### config.mk
export PLATFORM = sky130hd
export DESIGN_NAME = vote_controller
export DESIGN_NICKNAME = d
export VERILOG_FILES = /design/src/rtl/vote_controller.sv
export SDC_FILE = /design/constraint.sdc
export NUM_CORES = 1
export LEC_CHECK = 0
export CAP_MARGIN = 15
export CORE_UTILIZATION = 65
export CTS_BUF_LIST = sky130_fd_sc_hd__clkbuf_2
export DETAILED_ROUTE_END_ITERATION = 8
export PLACE_DENSITY = 0.92
export SLEW_MARGIN = 20
export SYNTH_ARGS = -nofsm -noshare
export SYNTH_HDL_FRONTEND = slang
export SYNTH_SLANG_ARGS = --single-unit
### constraint.sdc
create_clock -name clock -period 7.3 [get_ports clock]
set_input_delay 1.46 -clock clock [delete_from_list [all_inputs] [get_ports clock]]
set_output_delay 1.46 -clock clock [all_outputs]
set_load 0.05 [all_outputs]
### src/rtl/vote_controller.sv
// Voting-booth controller: synchronises and debounces four candidate buttons,
// arms one voter per poll-officer authorisation, emits one vote pulse per
// accepted press and enforces a lockout window between voters.
module vote_controller #(
   parameter int unsigned DEBOUNCE_CYCLES = 16,
   parameter int unsigned LOCKOUT_CYCLES  = 64
) (
   input  logic       clock,
   input  logic       reset,
   input  logic       voter_enable,
   input  logic       mode,
   input  logic [3:0] button,
   output logic       candidate1_vote_valid,
   output logic       candidate2_vote_valid,
   output logic       candidate3_vote_valid,
   output logic       candidate4_vote_valid,
   output logic       armed,
   output logic       busy,
   output logic       multi_press,
   output logic [9:0] votes_cast
);

   localparam int unsigned NUM_BUTTONS = 4;
   localparam int unsigned DB_W        = 8;
   localparam int unsigned LK_W        = 10;
   localparam int unsigned VC_W        = 10;
   localparam int unsigned NP_W        = 3;

   localparam logic [DB_W-1:0] DB_MAX  = DB_W'(DEBOUNCE_CYCLES);
   localparam logic [LK_W-1:0] LK_LOAD = LK_W'(LOCKOUT_CYCLES - 1);

   typedef enum logic [1:0] {
      IDLE    = 2'd0,
      ARMED   = 2'd1,
      CAST    = 2'd2,
      LOCKOUT = 2'd3
   } state_t;

   state_t                  state_q, state_d;
   logic [NUM_BUTTONS-1:0]  sync1_q, sync2_q;
   logic [DB_W-1:0]         db_cnt_q [NUM_BUTTONS];
   logic [NUM_BUTTONS-1:0]  pressed;
   logic                    activity;
   logic [NP_W-1:0]         n_pressed;
   logic [LK_W-1:0]         lock_q, lock_d;
   logic                    multi_seen_q, multi_seen_d;
   logic                    primed_q;
   logic [NUM_BUTTONS-1:0]  vote_q, vote_d;
   logic                    multi_d;
   logic                    count_inc;

   // Two-flop synchroniser for the asynchronous raw buttons
   always_ff @(posedge clock) begin
      if (reset) begin
         sync1_q <= '0;
         sync2_q <= '0;
      end else begin
         sync1_q <= button;
         sync2_q <= sync1_q;
      end
   end

   // Per-button debounce counter: counts high samples, clears on low, saturates
   always_ff @(posedge clock) begin
      for (int i = 0; i < NUM_BUTTONS; i++) begin
         if (reset || !sync2_q[i]) begin
            db_cnt_q[i] <= '0;
         end else if (db_cnt_q[i] != DB_MAX) begin
            db_cnt_q[i] <= db_cnt_q[i] + DB_W'(1);
         end
      end
   end

   // Pressed flags, pressed count and any-activity indication
   always_comb begin
      pressed   = '0;
      n_pressed = '0;
      activity  = (|sync1_q) | (|sync2_q);
      for (int i = 0; i < NUM_BUTTONS; i++) begin
         pressed[i] = (db_cnt_q[i] == DB_MAX);
         n_pressed  = n_pressed + NP_W'(pressed[i]);
         if (db_cnt_q[i] != '0) begin
            activity = 1'b1;
         end
      end
   end

   // Blocks arming on the first cycle out of reset, before the synchroniser
   // has seen a button that may be held through reset deassertion
   always_ff @(posedge clock) begin
      if (reset) begin
         primed_q <= 1'b0;
      end else begin
         primed_q <= 1'b1;
      end
   end

   // Next-state and next-output logic
   always_comb begin
      state_d      = state_q;
      lock_d       = lock_q;
      multi_seen_d = multi_seen_q;
      multi_d      = 1'b0;
      vote_d       = '0;
      count_inc    = 1'b0;

      case (state_q)
         IDLE: begin
            multi_seen_d = 1'b0;
            // Arm only once the buttons are fully quiet, so a held button
            // can never carry over into a new voter's session
            if (voter_enable && !mode && primed_q && !activity && (pressed == '0)) begin
               state_d = ARMED;
            end
         end

         ARMED: begin
            if (mode) begin
               state_d = IDLE;
            end else if (n_pressed == NP_W'(1)) begin
               state_d   = CAST;
               vote_d    = pressed;
               count_inc = 1'b1;
            end else if (n_pressed != '0) begin
               // Report a simultaneous press once until every button lets go
               if (!multi_seen_q) begin
                  multi_d      = 1'b1;
                  multi_seen_d = 1'b1;
               end
            end else begin
               multi_seen_d = 1'b0;
            end
         end

         CAST: begin
            state_d = LOCKOUT;
            lock_d  = LK_LOAD;
         end

         LOCKOUT: begin
            if (lock_q != '0) begin
               lock_d = lock_q - LK_W'(1);
            end else if (pressed == '0) begin
               state_d = IDLE;
            end
         end

         default: begin
            state_d = IDLE;
         end
      endcase
   end

   // State register, lockout counter and registered outputs
   always_ff @(posedge clock) begin
      if (reset) begin
         state_q      <= IDLE;
         lock_q       <= '0;
         multi_seen_q <= 1'b0;
         vote_q       <= '0;
         armed        <= 1'b0;
         busy         <= 1'b0;
         multi_press  <= 1'b0;
         votes_cast   <= '0;
      end else begin
         state_q      <= state_d;
         lock_q       <= lock_d;
         multi_seen_q <= multi_seen_d;
         vote_q       <= vote_d;
         armed        <= (state_d == ARMED);
         busy         <= (state_d == CAST) || (state_d == LOCKOUT);
         multi_press  <= multi_d;
         if (count_inc) begin
            votes_cast <= votes_cast + VC_W'(1);
         end
      end
   end

   assign candidate1_vote_valid = vote_q[0];
   assign candidate2_vote_valid = vote_q[1];
   assign candidate3_vote_valid = vote_q[2];
   assign candidate4_vote_valid = vote_q[3];

endmodule

* After elaboration in Yosys (flattened, before gate mapping)
Memory sizes are Yosys's and may differ from the RTL's. Index checks and enable logic that the tools add are counted. Widths: inputs -> output; s select.
Word-level totals: register bits 39, bits in writable memories 32, bits of input ports 8, output and inout bits 17, logic and storage cells 123, memories kept 1
Memories:
- db_cnt_q | words 4, width 8, rd ports 4, clocked after Yosys merged registers in 0, write ports 4, line 41 | logic [DB_W-1:0] db_cnt_q [NUM_BUTTONS];
Operators by class: add/subtract/negate cells 9, equal/unequal tests 18, multiplexer cells 45, bitwise gates (word level) 8, reductions and logical operators 31
Operators with widths (count):
- $add 8x1->8 const B | 4
- $eq 8x5->1 const B | 4
- $mux 1 | 32
- $mux 8 | 4
- $ne 8x5->1 const B | 4
- $reduce_bool 8->1 | 4
- $pmux 10 s2 | 1
- $reduce_or 4->1 | 3
- $add 10x1->10 const B | 1
- $mux 10 | 1
- $mux 2 | 5
- $reduce_bool 10->1 | 1
- $sub 10x1->10 const B | 1
- $eq 2x2->1 const B | 4
- $pmux 2 s4 | 1
- $logic_not 1->1 | 6
- $ne 2x2->1 const B | 3
- $logic_or 1x1->1 | 5
- $or 1x1->1 | 5
- $reduce_or 5->1 | 1
- $eq 2x1->1 const B | 2
- $logic_and 1x1->1 | 4
- $logic_not 4->1 | 1
- $reduce_bool 2->1 | 2
- 10 further kinds | 12

* Depth between registers and ports, before layout
Gate-level depths: netlist (run 1).
depth after elaboration 13, depth in mapped cells 13, mapped depth without buffers 12

* Worst setup path after synthesis (run 1)
OpenSTA, ideal clock, no wires.
kind register to register, start mem db_cnt_q[1][2], end reg votes_cast[9], arrival time 3.552 ns, data required time 7.179 ns, path slack 3.627 ns, cell stages (with the launch flop) 12, buffers on the path 1, clock period less this slack 3.673 ns, cell sequence edfxtp_1 or4_1 or3_1 clkbuf_1 inv_1 fa_1 ha_1 ha_1 nor3b_1 nand2_1 nor4_1 mux2_2
RTL lines:
- start: declaration | line 41
- end signal: assignment | line 174 | votes_cast <= votes_cast + VC_W'(1);
- end: declaration | line 20 | output logic [9:0] votes_cast

==> results of run 1 <==
area by class of cell:
cell class / instances / area, sq um / share of cell area
well taps: 67 / 83.8 / 0.0220
clock buffers: 10 / 50.0 / 0.0131
multi-input cells: 242 / 1570 / 0.411
clock inverters: 6 / 61.3 / 0.0161
inverters: 22 / 82.6 / 0.0216
repair buffers: 25 / 248 / 0.0649
flip-flops and latches: 70 / 1720 / 0.451
sequential cells by signal, summed over array words and instances (netlist names):
| register | flops |
|---|---|
| armed | 1 |
| busy | 1 |
| db_cnt_q | 32 |
| lock_q | 10 |
| multi_press | 1 |
| multi_seen_q | 1 |
| primed_q | 1 |
| state_q | 1 |
| sync1_q | 4 |
| sync2_q | 4 |
| vote_q | 4 |
| votes_cast | 10 |
routing by layer:
layer / GRT usage / wire [microns]
met2: 0.452 / 3360
met4: 0.124 / 144
met3: 0.0569 / 331
met1: 0.363 / 3080
met5: 0 / 0
cell usage after synthesis (all sizes together):
cell type and count:
nor2 44, dfxtp 38, edfxtp 32, inv 21
nand3 21, xor2 18, nand2 16, a21oi 13
ha 13, nor2b 13, xnor2 13, and3 11
nor3 11, nor4 9, o21ai 8, or3 6
clkbuf 5, nand4 5, or4 5, nand2b 4
nor3b 4, a311oi 3, nor4b 3, or2 3
or3b 3, a211oi 2, a31oi 2, and2 2
buf 2, nand3b 2, o2111ai 2, o31ai 2
and4 1, clkinv 1, fa 1, mux2 1
or4b 1
metrics by stage:
| stage | instance area [sq um] | hold slack [ps] | power, uW | instances |
|---|---|---|---|---|
| after floorplan | 3400 | 401 | 430 | 341 |
| after global placement | 3700 | 413 | 437 | 426 |
| after detailed placement | 3700 | 414 | 438 | 426 |
| after CTS | 3820 | 440 | 649 | 442 |
| after global routing | 3820 | 466 | 669 | 442 |
| final | 3820 | 440 | 648 | 442 |
cells by family after synthesis:
kind of cell / Yosys count
and+or+nand+nor: 164
DFF: 70
AOI/OAI and AO/OA: 32
xor gates and xnor gates: 31
buffers and inverters: 29
adders and majority gates: 14
muxes: 1
worst max-delay path: cells and delay by family (launching register included):
family,cells,cell delay (ps)
flops,1,480
buf+inv,1,130
fa+ha+maj,3,910
simple gates,5,2080
mux,1,360
power by group:
group / internal [uW] / leakage, uW / total [uW] / switching [uW]
registers: 410 / 0.000702 / 412 / 2.51
logic: 7.61 / 0.000627 / 17.2 / 9.56
clock network: 79.7 / 0.0000699 / 218 / 139
worst max path at each step:
stage | slack (ps) | start | cells past startpoint | endpoint
CTS | 3270 | db_cnt_q[1][2]$_SDFFCE_PN0P_ | 10 | votes_cast[9]$_SDFFE_PP0P_
global placement | 3490 | db_cnt_q[1][2]$_SDFFCE_PN0P_ | 10 | votes_cast[9]$_SDFFE_PP0P_
detailed placement | 3340 | db_cnt_q[1][2]$_SDFFCE_PN0P_ | 10 | votes_cast[9]$_SDFFE_PP0P_
global route | 3080 | db_cnt_q[1][2]$_SDFFCE_PN0P_ | 10 | votes_cast[9]$_SDFFE_PP0P_
finish | 3270 | db_cnt_q[1][2]$_SDFFCE_PN0P_ | 10 | votes_cast[9]$_SDFFE_PP0P_
floorplan | 3630 | db_cnt_q[1][2]$_SDFFCE_PN0P_ | 11 | votes_cast[9]$_SDFFE_PP0P_
==> metrics.md, run 1 <==
| Metric | Value |
|---|---|
| DR iter-0 viols | `~260` |
| Final Critical Period | `4030 ps` |
| Chip Width | `between 70 and 80 microns` |
| CTS Buf Count | `9` |
| Outcome | `completed` |
| #FFs+latches synth | `70` |
| Via/cell ratio | `approximately 5.9` |
| Post-synth top area cell | `edfxtp_1` |
| Synth Area in Simple Gates | `0.268` |
| Top-area cell type share of the netlist area | `0.283` |
| Grt total ovfl | `0` |
| Final core occ | `0.782` |
| Setup TNS | `0 ps` |
| Final hold violation count | `0` |
| Sequential element share of the synthesized area | `0.506` |
| Worst Tran Pin Value | `approximately 700 ps` |
| Gp weighted congestion | `0.866` |
| Root buffer cell | `clkbuf_2` |
| Die Span Y | `approximately 74 microns` |
| Average wire per standard cell | `between 15 and 20 microns` |
| Most frequent cells in the layout | `44 x nor2_1, 38 x dfxtp_1, 32 x edfxtp_1` |
| Overall routing resource usage | `0.278` |
| Number of global-route vias before repair | `about 2500` |
| Pwr dens | `around 170 nW/um^2` |
| Req. time, crit path | `about 7700 ps` |
| Worst-path cell chain | `or4_1 -> or3_1 -> inv_1 -> fa_1 -> ha_1 -> ha_1 -> nor3b_1 -> nand2_1 -> nor4_1 -> mux2_2` |
| CTS Sinks | `70` |
| H-tree depth | `3` |
| Largest net degree at the start of global routing | `38` |
| R2R Setup Slk | `between 3000 and 4000 ps` |
| Core ar. | `4880 sq um` |
| Top Ports | `25` |
| Leak | `approximately 0.0014 uW` |
| First-pass GRT wire length | `between 10000 and 15000 microns` |
| Mapped Area | `approximately 3400 sq um` |
| Die footprint | `roughly 5500 sq um` |
| Critical path class | `reg -> reg` |
| Commonest non-fill, non-tap cell in the layout | `nor2_1` |
| Mapped Nets | `roughly 360` |
| Skew final | `roughly 31 ps` |
| Crit path DAT | `~4400 ps` |
| Syn-to-layout area delta | `12.2%` |
| RSZ-0062 raised after global routing | `no` |
| CTS tree | `yes` |
| Main combinational cell family by area after synthesis | `simple AND/OR/NAND/NOR gates` |
| Period utilisation layout | `0.552` |
| Post-CTS sizing | `0` |
| Peak VDD IR | `~0.18 mV` |
| Row count | `25` |
| Fillers | `between 300 and 400` |
| Max-Cap Viols | `0` |
| Mapped Cells | `341` |
| Top cells by area, synth | `edfxtp_1 28%, dfxtp_1 22%, nor2_1 4.9%` |
| Final WS setup | `about 3300 ps` |
| Synth Area in Compound Gates | `0.0563` |
| Worst hold path depth | `1` |
| IO buf count | `24` |
| Reg-to-reg startpoint | `db_cnt_q[1][2]$_SDFFCE_PN0P_` |
| Mux cell area share after synthesis | `0.00331` |
| Total Wirelength | `6910 microns` |
| Initial DRT Pass Iterations | `4` |
| DRC | `0` |
| Pins over their slew limit | `0` |
| Via count | `between 2000 and 3000` |
| Worst Hold Class | `reg -> reg` |
| Setup Slack @ Placement | `between 3000 and 4000 ps` |
| CTS clock-pin slew for the worst setup and hold paths | `roughly 200 ps` |
| Nets | `392` |
| Synth cell types | `45` |
| Fmax | `around 250 MHz` |
| CP max stage cell | `or4_1` |
| Most common cell on crit path | `ha_1` |
| Hpwl dp | `slightly below 5000 microns` |
| Post-Synth Adder-Cell Area | `0.0537` |
| Hold endpoint | `multi_press$_SDFF_PP0_` |
| Clk buf depth | `2` |
| Hold-fix buffer count after cts | `0` |
| Hold Crit Start | `multi_seen_q$_SDFFE_PP0P_` |
| Synth Area in XOR/XNOR | `0.0798` |
| Share of cells above drive strength 1 | `0.0773` |
| Syn_area_per_cell | `~10 sq um` |
| CP endpoint kind | `flop` |
| Crit Path Max Fanout | `8` |
| Critical Path Max Stage Delay | `590 ps` |
| Yosys warnings | `0` |
| Initial antenna violation count | `0` |
| Diodes inserted | `0` |
| Setup violators final | `0` |
| Critical Path Start Type | `flop` |
| Setup repair bufs after CTS | `0` |
| Skew-Pair Late Insertion Delay | `around 500 ps` |
| Max_slew headroom | `0.537` |
| Antenna Nets Post-Route | `0` |
| RR Endpoint | `votes_cast[9]$_SDFFE_PP0P_` |
| R2R cell count | `10` |
| Starting Density | `0.697` |
Note: power is estimated with default switching activity, not from simulation.
==> run 2, diff against run 1 <==
Settings changed: CORE_UTILIZATION 65 to 60, PLACE_DENSITY 0.92 to 0.86.
Clock period 7.3 ns to 4 ns, I/O delays scaled along.
==> run 2 against run 1 <==
Effect of this change:
- setup slack worse by 2900 ps
- combinational power is 83% higher
- critical endpoint is now votes_cast[4]$_SDFFE_PP0P_
- flip-flop and latch count stayed put
- cell area is 1.0% higher
==> metrics.md, run 2 (synthesis gave the netlist of run 1 again) <==
| Metric | Value |
|---|---|
| RR Endpoint | `votes_cast[4]$_SDFFE_PP0P_` |
| Die Span Y | `77.3 microns (+4.0%)` |
| H-tree depth | `3 (unchanged)` |
| Crit path DAT | `4080 ps (-350 ps)` |
| Via/cell ratio | `5.78 (-1.9%)` |
| R2R Setup Slk | `360 ps (-2910 ps)` |
| First-pass GRT wire length | `10800 microns (-5.9%)` |
| Total Wirelength | `6520 microns (-5.7%)` |
| Crit Path Max Fanout | `6 (-2)` |
| Gp weighted congestion | `0.881 (+1.6%)` |
| Max-Cap Viols | `0 (unchanged)` |
| Met1 usage | `0.306 (-0.0571)` |
| Antenna Nets Post-Route | `0 (unchanged)` |
| CTS tree | `yes` |
| Final WS setup | `360 ps (-2910 ps)` |
| Period utilisation layout | `0.910 (+0.358)` |
| Overall routing resource usage | `0.237 (-0.0417)` |
| Setup TNS | `0 ps (unchanged)` |
| Setup Slack @ Placement | `398 ps (-2940 ps)` |
| M3 GR Usage | `0.0655 (+0.00857)` |
| Hpwl dp | `4520 microns (-6.2%)` |
| Commonest non-fill, non-tap cell in the layout | `nor2_1` |
| Largest register FFs | `32 (unchanged)` |
| Hold Crit Start | `multi_seen_q$_SDFFE_PP0P_` |
| Critical Path Max Stage Delay | `570 ps (-20 ps)` |
| DR iter-0 viols | `159 (-38%)` |
| Average wire per standard cell | `14.6 microns (-6.9%)` |
| Core ar. | `5470 sq um (+12%)` |
| Sequential share of power | `0.607 (-0.029)` |
| Via count | `2589 (-0.58%)` |
| Chip Width | `77.3 microns (+4.0%)` |
| Share of cells above drive strength 1 | `0.0824 (+0.00511)` |
| Net Sw Frac | `0.222 (-0.0110)` |
| Starting Density | `0.621 (-0.0755)` |
| R2R cell count | `11 (+1)` |
| Skew-Pair Late Insertion Delay | `500 ps (about the same)` |
| Final hold violation count | `0 (unchanged)` |
| Pint | `966 uW (+94%)` |
| RSZ-0062 raised after global routing | `no` |
| Initial antenna violation count | `0 (unchanged)` |
| Max_slew headroom | `0.536 (-0.000815)` |
| Final core occ | `0.705 (-0.0774)` |
| Initial DRT Pass Iterations | `4 (unchanged)` |
| Diodes inserted | `0 (unchanged)` |
| Root buffer cell | `clkbuf_2` |
| Hold endpoint | `multi_press$_SDFF_PP0_` |
| Hold-fix buffer count after cts | `0 (unchanged)` |
| Share of total power in combinational logic | `0.025 (-0.002)` |
| Psw | `275 uW (+82%)` |
| Syn-to-layout area delta | `13.4%` |
| Busiest grt layer | `met2` |
| Grt total ovfl | `0 (unchanged)` |
| Clk buf depth | `2 (unchanged)` |
| Leak | `0.00142 uW (+1.3%)` |
| Req. time, crit path | `4440 ps (-3270 ps)` |
| Critical path class | `reg -> reg` |
| Fillers | `426 (+33%)` |
| Outcome | `completed` |
| Pins over their slew limit | `0 (unchanged)` |
| Final Critical Period | `3640 ps (-388 ps)` |
| CTS Sinks | `70 (unchanged)` |
| Post-CTS sizing | `0 (unchanged)` |
| IO buf count | `24 (unchanged)` |
| Die footprint | `5970 sq um (+8.1%)` |
| Skew final | `29.1 ps (-2.34 ps)` |
| Setup violators final | `0 (unchanged)` |
| GR Layer Usage met2 | `0.373 (-0.0781)` |
| Clock power share | `0.368 (+0.031)` |
| Worst hold path depth | `1 (unchanged)` |
| Most frequent cells in the layout | `44 x nor2_1, 38 x dfxtp_1, 32 x edfxtp_1` |
| Row count | `27 (+8.0%)` |
| CP max stage cell | `or4_1` |
| Tot Pwr | `1240 uW (+91%)` |
| Nets | `394 (+0.51%)` |
| CTS Buf Count | `9 (unchanged)` |
| Largest net degree at the start of global routing | `37 (-2.6%)` |
| CP endpoint kind | `flop` |
| Peak VDD IR | `0.273 mV (+48%)` |
| Fmax | `275 MHz (+11%)` |
| Worst Tran Pin Value | `693 ps (+1.22 ps)` |
| Pwr dens | `322 nW/um^2 (+89%)` |
| Reg with most FFs | `db_cnt_q` |
| Critical Path Start Type | `flop` |
| Worst-path cell chain | `or4_1 -> or3_1 -> inv_1 -> fa_1 -> ha_1 -> ha_1 -> nor3b_1 -> buf_4 -> nand4_1 -> or3_1 -> a21oi_1` |
| Top Ports | `25 (unchanged)` |
| Top Registers | `db_cnt_q (32), lock_q (10), votes_cast (10)` |
| Reg-to-reg startpoint | `db_cnt_q[1][3]$_SDFFCE_PN0P_` |
| CTS clock-pin slew for the worst setup and hold paths | `190 ps (about the same)` |
| Setup repair bufs after CTS | `0 (unchanged)` |
| Number of global-route vias before repair | `2356 (-4.0%)` |
| DRC | `0 (unchanged)` |
| Worst Hold Class | `reg -> reg` |
## run 2: worst max-delay path, delay by kind of cell, from the launching register on
| kind | cells | cell delay, ps |
|---|---|---|
| compound gates | 1 | 130 |
| fa+ha+maj | 3 | 900 |
| buf+inv | 2 | 300 |
| flops | 1 | 490 |
| simple gates | 5 | 1780 |
## run 2: per-layer routing
metal,up-vias,part of all wire,routed length [microns]
met4,0,0.022,146
met3,16,0.044,285
met1,1241,0.46,2980
li1,1271,-,-
met2,61,0.48,3100
met5,-,0,0
## run 2: per-stage QoR
step / hold slack (ps) / std cells / cell area (sq um)
floorplan: 401 / 341 / 3400
global placement: 420 / 433 / 3730
detailed placement: 441 / 433 / 3730
CTS: 468 / 448 / 3860
global route: 498 / 448 / 3860
finish: 470 / 448 / 3860
## run 2: worst max path at each step
stage / depth (start not counted) / start / end
finish: 11 / db_cnt_q[1][3]$_SDFFCE_PN0P_ / votes_cast[4]$_SDFFE_PP0P_
global route: 11 / db_cnt_q[1][3]$_SDFFCE_PN0P_ / votes_cast[4]$_SDFFE_PP0P_
CTS: 11 / db_cnt_q[1][3]$_SDFFCE_PN0P_ / votes_cast[4]$_SDFFE_PP0P_
detailed placement: 10 / db_cnt_q[1][2]$_SDFFCE_PN0P_ / votes_cast[5]$_SDFFE_PP0P_
global placement: 10 / db_cnt_q[1][2]$_SDFFCE_PN0P_ / votes_cast[5]$_SDFFE_PP0P_
floorplan: 11 / db_cnt_q[1][2]$_SDFFCE_PN0P_ / votes_cast[9]$_SDFFE_PP0P_
## run 2: power by group through the flow
stage	clock, uW	sequential, uW	combinational, uW
2_1_floorplan	0	767	18.0
3_3_place_gp	0	768	29.9
4_1_cts	459	753	31.1
3_5_place_dp	0	768	30.6
5_1_grt	487	754	34.2
6_report	456	753	31.4
## run 2: cell type report
class,count,area (sq um),share of cell area
Clock buffer,9,45.0,0.0117
Clock inverter,6,85.1,0.0221
Inverter,22,82.6,0.0214
Multi-Input combinational cell,242,1570,0.407
Sequential cell,70,1720,0.446
Tap cell,72,90.1,0.0234
Timing Repair Buffer,27,263,0.0681
==> run 3, diff against run 2 <==
Settings changed: REMOVE_ABC_BUFFERS from default to 1.
==> run 3 against run 2 <==
Effect of this change:
- routed wire length increased by 1.8%
- flip-flop and latch count unchanged
- sequential share of layout area decreased by 0.072 points
- critical path depth decreased by 1
- setup slack got worse by 130 ps
- register-to-register slack got worse by 130 ps
- total power increased by 0.64%
- cell area increased by 0.16%
- core utilization increased by 0.11 points
- final cell count increased by 0.22%
- non-clock buffer count unchanged
- clock skew decreased by 6.6 ps
- largest power group unchanged
- highest routed layer unchanged
==> metrics.md, run 3 (synthesis gave the netlist of run 1 again) <==
| Metric | Value |
|---|---|
| CTS clock-pin slew for the worst setup and hold paths | `210 ps (+20 ps)` |
| Worst-path cell chain | `or4_1 -> or3_1 -> inv_1 -> fa_1 -> ha_1 -> ha_1 -> or3b_2 -> nor4_1 -> xnor2_1 -> nor2_1` |
| Total Wirelength | `6640 microns (+1.8%)` |
| CP endpoint kind | `flop` |
| Top Registers | `db_cnt_q (32), lock_q (10), votes_cast (10)` |
| Initial DRT Pass Iterations | `4 (unchanged)` |
| DR iter-0 viols | `138 (-13%)` |
| Setup TNS | `0 ps (unchanged)` |
| First-pass GRT wire length | `11300 microns (+5.0%)` |
| RSZ-0062 raised after global routing | `no` |
| Reg-to-reg startpoint | `db_cnt_q[1][2]$_SDFFCE_PN0P_` |
| Fillers | `428 (+0.47%)` |
| Gp weighted congestion | `0.834 (-5.3%)` |
| Hold-fix buffer count after cts | `0 (unchanged)` |
| Skew-Pair Late Insertion Delay | `520 ps (+20 ps)` |
| Hpwl dp | `4700 microns (+3.9%)` |
| Hold Crit Start | `multi_seen_q$_SDFFE_PP0P_` |
| Number of global-route vias before repair | `2409 (+2.2%)` |
| Final core occ | `0.706 (+0.00114)` |
| Peak VDD IR | `0.234 mV (-14%)` |
| R2R Setup Slk | `230 ps (-130 ps)` |
| Setup violators final | `0 (unchanged)` |
| Crit Path Max Fanout | `5 (-1)` |
| Critical Path Start Type | `flop` |
| Clock power share | `0.372 (+0.004)` |
| Row count | `27 (unchanged)` |
| Share of total power in combinational logic | `0.025 (about the same)` |
| Antenna Nets Post-Route | `0 (unchanged)` |
| Reg with most FFs | `db_cnt_q` |
| Fmax | `265 MHz (-3.5%)` |
| Sequential share of power | `0.603 (-0.004)` |
| Pint | `966 uW (about the same)` |
| CTS Buf Count | `9 (unchanged)` |
| Pwr dens | `323 nW/um^2 (+0.47%)` |
| Core ar. | `5470 sq um (unchanged)` |
| Share of cells above drive strength 1 | `0.0849 (+0.00243)` |
| Final hold violation count | `0 (unchanged)` |
| Outcome | `completed` |
| DRC | `0 (unchanged)` |
| Root buffer cell | `clkbuf_2` |
| Net Sw Frac | `0.226 (+0.00464)` |
| Via count | `2548 (-1.6%)` |
| Crit path DAT | `4210 ps (+130 ps)` |
| Largest net degree at the start of global routing | `24 (-35%)` |
| Skew final | `22.5 ps (-6.65 ps)` |
| Psw | `283 uW (+2.7%)` |
| H-tree depth | `3 (unchanged)` |
| Pins over their slew limit | `0 (unchanged)` |
| CTS tree | `yes` |
| Worst setup path startpoint | `db_cnt_q[1][2]$_SDFFCE_PN0P_` |
| FF/Latch Area | `1720 sq um (unchanged)` |
| Largest register FFs | `32 (unchanged)` |
| Chip Width | `77.3 microns (unchanged)` |
| Post-DP Area | `3730 sq um (unchanged)` |
| Average wire per standard cell | `14.8 microns (+1.6%)` |
| Max-Cap Viols | `0 (unchanged)` |
| Crit-path leading delay family | `simple AND/OR/NAND/NOR gates` |
| Initial antenna violation count | `0 (unchanged)` |
| Most frequent cells in the layout | `44 x nor2_1, 38 x dfxtp_1, 32 x edfxtp_1` |
| IO buf count | `24 (unchanged)` |
| Req. time, crit path | `4440 ps (about the same)` |
| Grt total ovfl | `0 (unchanged)` |
| Leak | `0.00143 uW (+0.71%)` |
| Die Span Y | `77.3 microns (unchanged)` |
| Worst path bufs/invs | `1 (-1)` |
| CTS Sinks | `70 (unchanged)` |
| Syn-to-layout area delta | `13.6%` |
| Commonest non-fill, non-tap cell in the layout | `nor2_1` |
| Worst Hold Class | `reg -> reg` |
| Die footprint | `5970 sq um (unchanged)` |
| Final instance area | `3860 sq um (+0.16%)` |
| CP max stage cell | `or4_1` |
| Top Ports | `25 (unchanged)` |
| Via/cell ratio | `5.67 (-1.8%)` |
| Final Critical Period | `3770 ps (+133 ps)` |
| Diodes inserted | `0 (unchanged)` |
| Multi-input logic area | `1570 sq um (+0.32%)` |
| Clk buf depth | `2 (unchanged)` |
| Most common cell on crit path | `ha_1` |
| Overall routing resource usage | `0.245 (+0.00866)` |
| Max_slew headroom | `0.556 (+0.0203)` |
| Worst Tran Pin Value | `663 ps (-30.3 ps)` |
| Starting Density | `0.621 (unchanged)` |
| Setup repair bufs after CTS | `0 (unchanged)` |
| Nets | `394 (unchanged)` |
| Critical path class | `reg -> reg` |
| Critical Path Max Stage Delay | `570 ps (about the same)` |
| Period utilisation layout | `0.943 (+0.0332)` |
run 3: cell count changes in the layout (fill, tap and decap cells not counted), sizes merged:
| cell | change |
|---|---|
| clkinv | +2 |
| clkinvlp | -1 |
run 3: what timing repair did:
item / 4_1_cts / 5_1_grt
setup endpoints to repair: 0 / 1
endpoints found under the hold margin: 0 / 0
resized for setup: 0 / 1
run 3: worst paths after layout:
path              depth (start not counted)                         end
hold / removal                            1      multi_press$_SDFF_PP0_
setup / recovery                         10  votes_cast[7]$_SDFFE_PP0P_
hold reg to reg                           1      multi_press$_SDFF_PP0_
setup reg to reg                         10  votes_cast[7]$_SDFFE_PP0P_
run 3: through the flow:
| stage | total power, uW | hold slack [ps] | worst slack (ps) | std cells |
|---|---|---|---|---|
| 4_1_cts | 1250 | 446 | 254 | 449 |
| 3_5_place_dp | 799 | 427 | 356 | 433 |
| 5_1_grt | 1280 | 463 | 61.3 | 449 |
| 2_1_floorplan | 780 | 398 | 371 | 334 |
| 3_3_place_gp | 798 | 418 | 448 | 433 |
| 6_report | 1250 | 458 | 227 | 449 |
run 3: final cells by class:
class / count / area share
Sequential cell: 70 / 0.446
Multi-Input combinational cell: 242 / 0.408
Timing Repair Buffer: 27 / 0.0680
Tap cell: 72 / 0.0233
Clock inverter: 7 / 0.0224
Inverter: 22 / 0.0214
Clock buffer: 9 / 0.0117
run 3: power by group through the flow:
| stage | sequential [uW] | combinational [uW] | clock [uW] |
|---|---|---|---|
| after floorplan | 767 | 13.1 | 0 |
| after global placement | 768 | 30.0 | 0 |
| after detailed placement | 768 | 30.9 | 0 |
| after CTS | 753 | 31.0 | 470 |
| after global routing | 754 | 34.5 | 492 |
| final | 753 | 31.1 | 465 |
run 3: layer usage:
layer | vias to the layer above | routed length [microns] | global-route usage
met5 | - | 0 | 0
met4 | 0 | 125 | 0.115
met3 | 11 | 314 | 0.0440
met2 | 65 | 3200 | 0.395
met1 | 1207 | 2990 | 0.319
li1 | 1265 | - | -
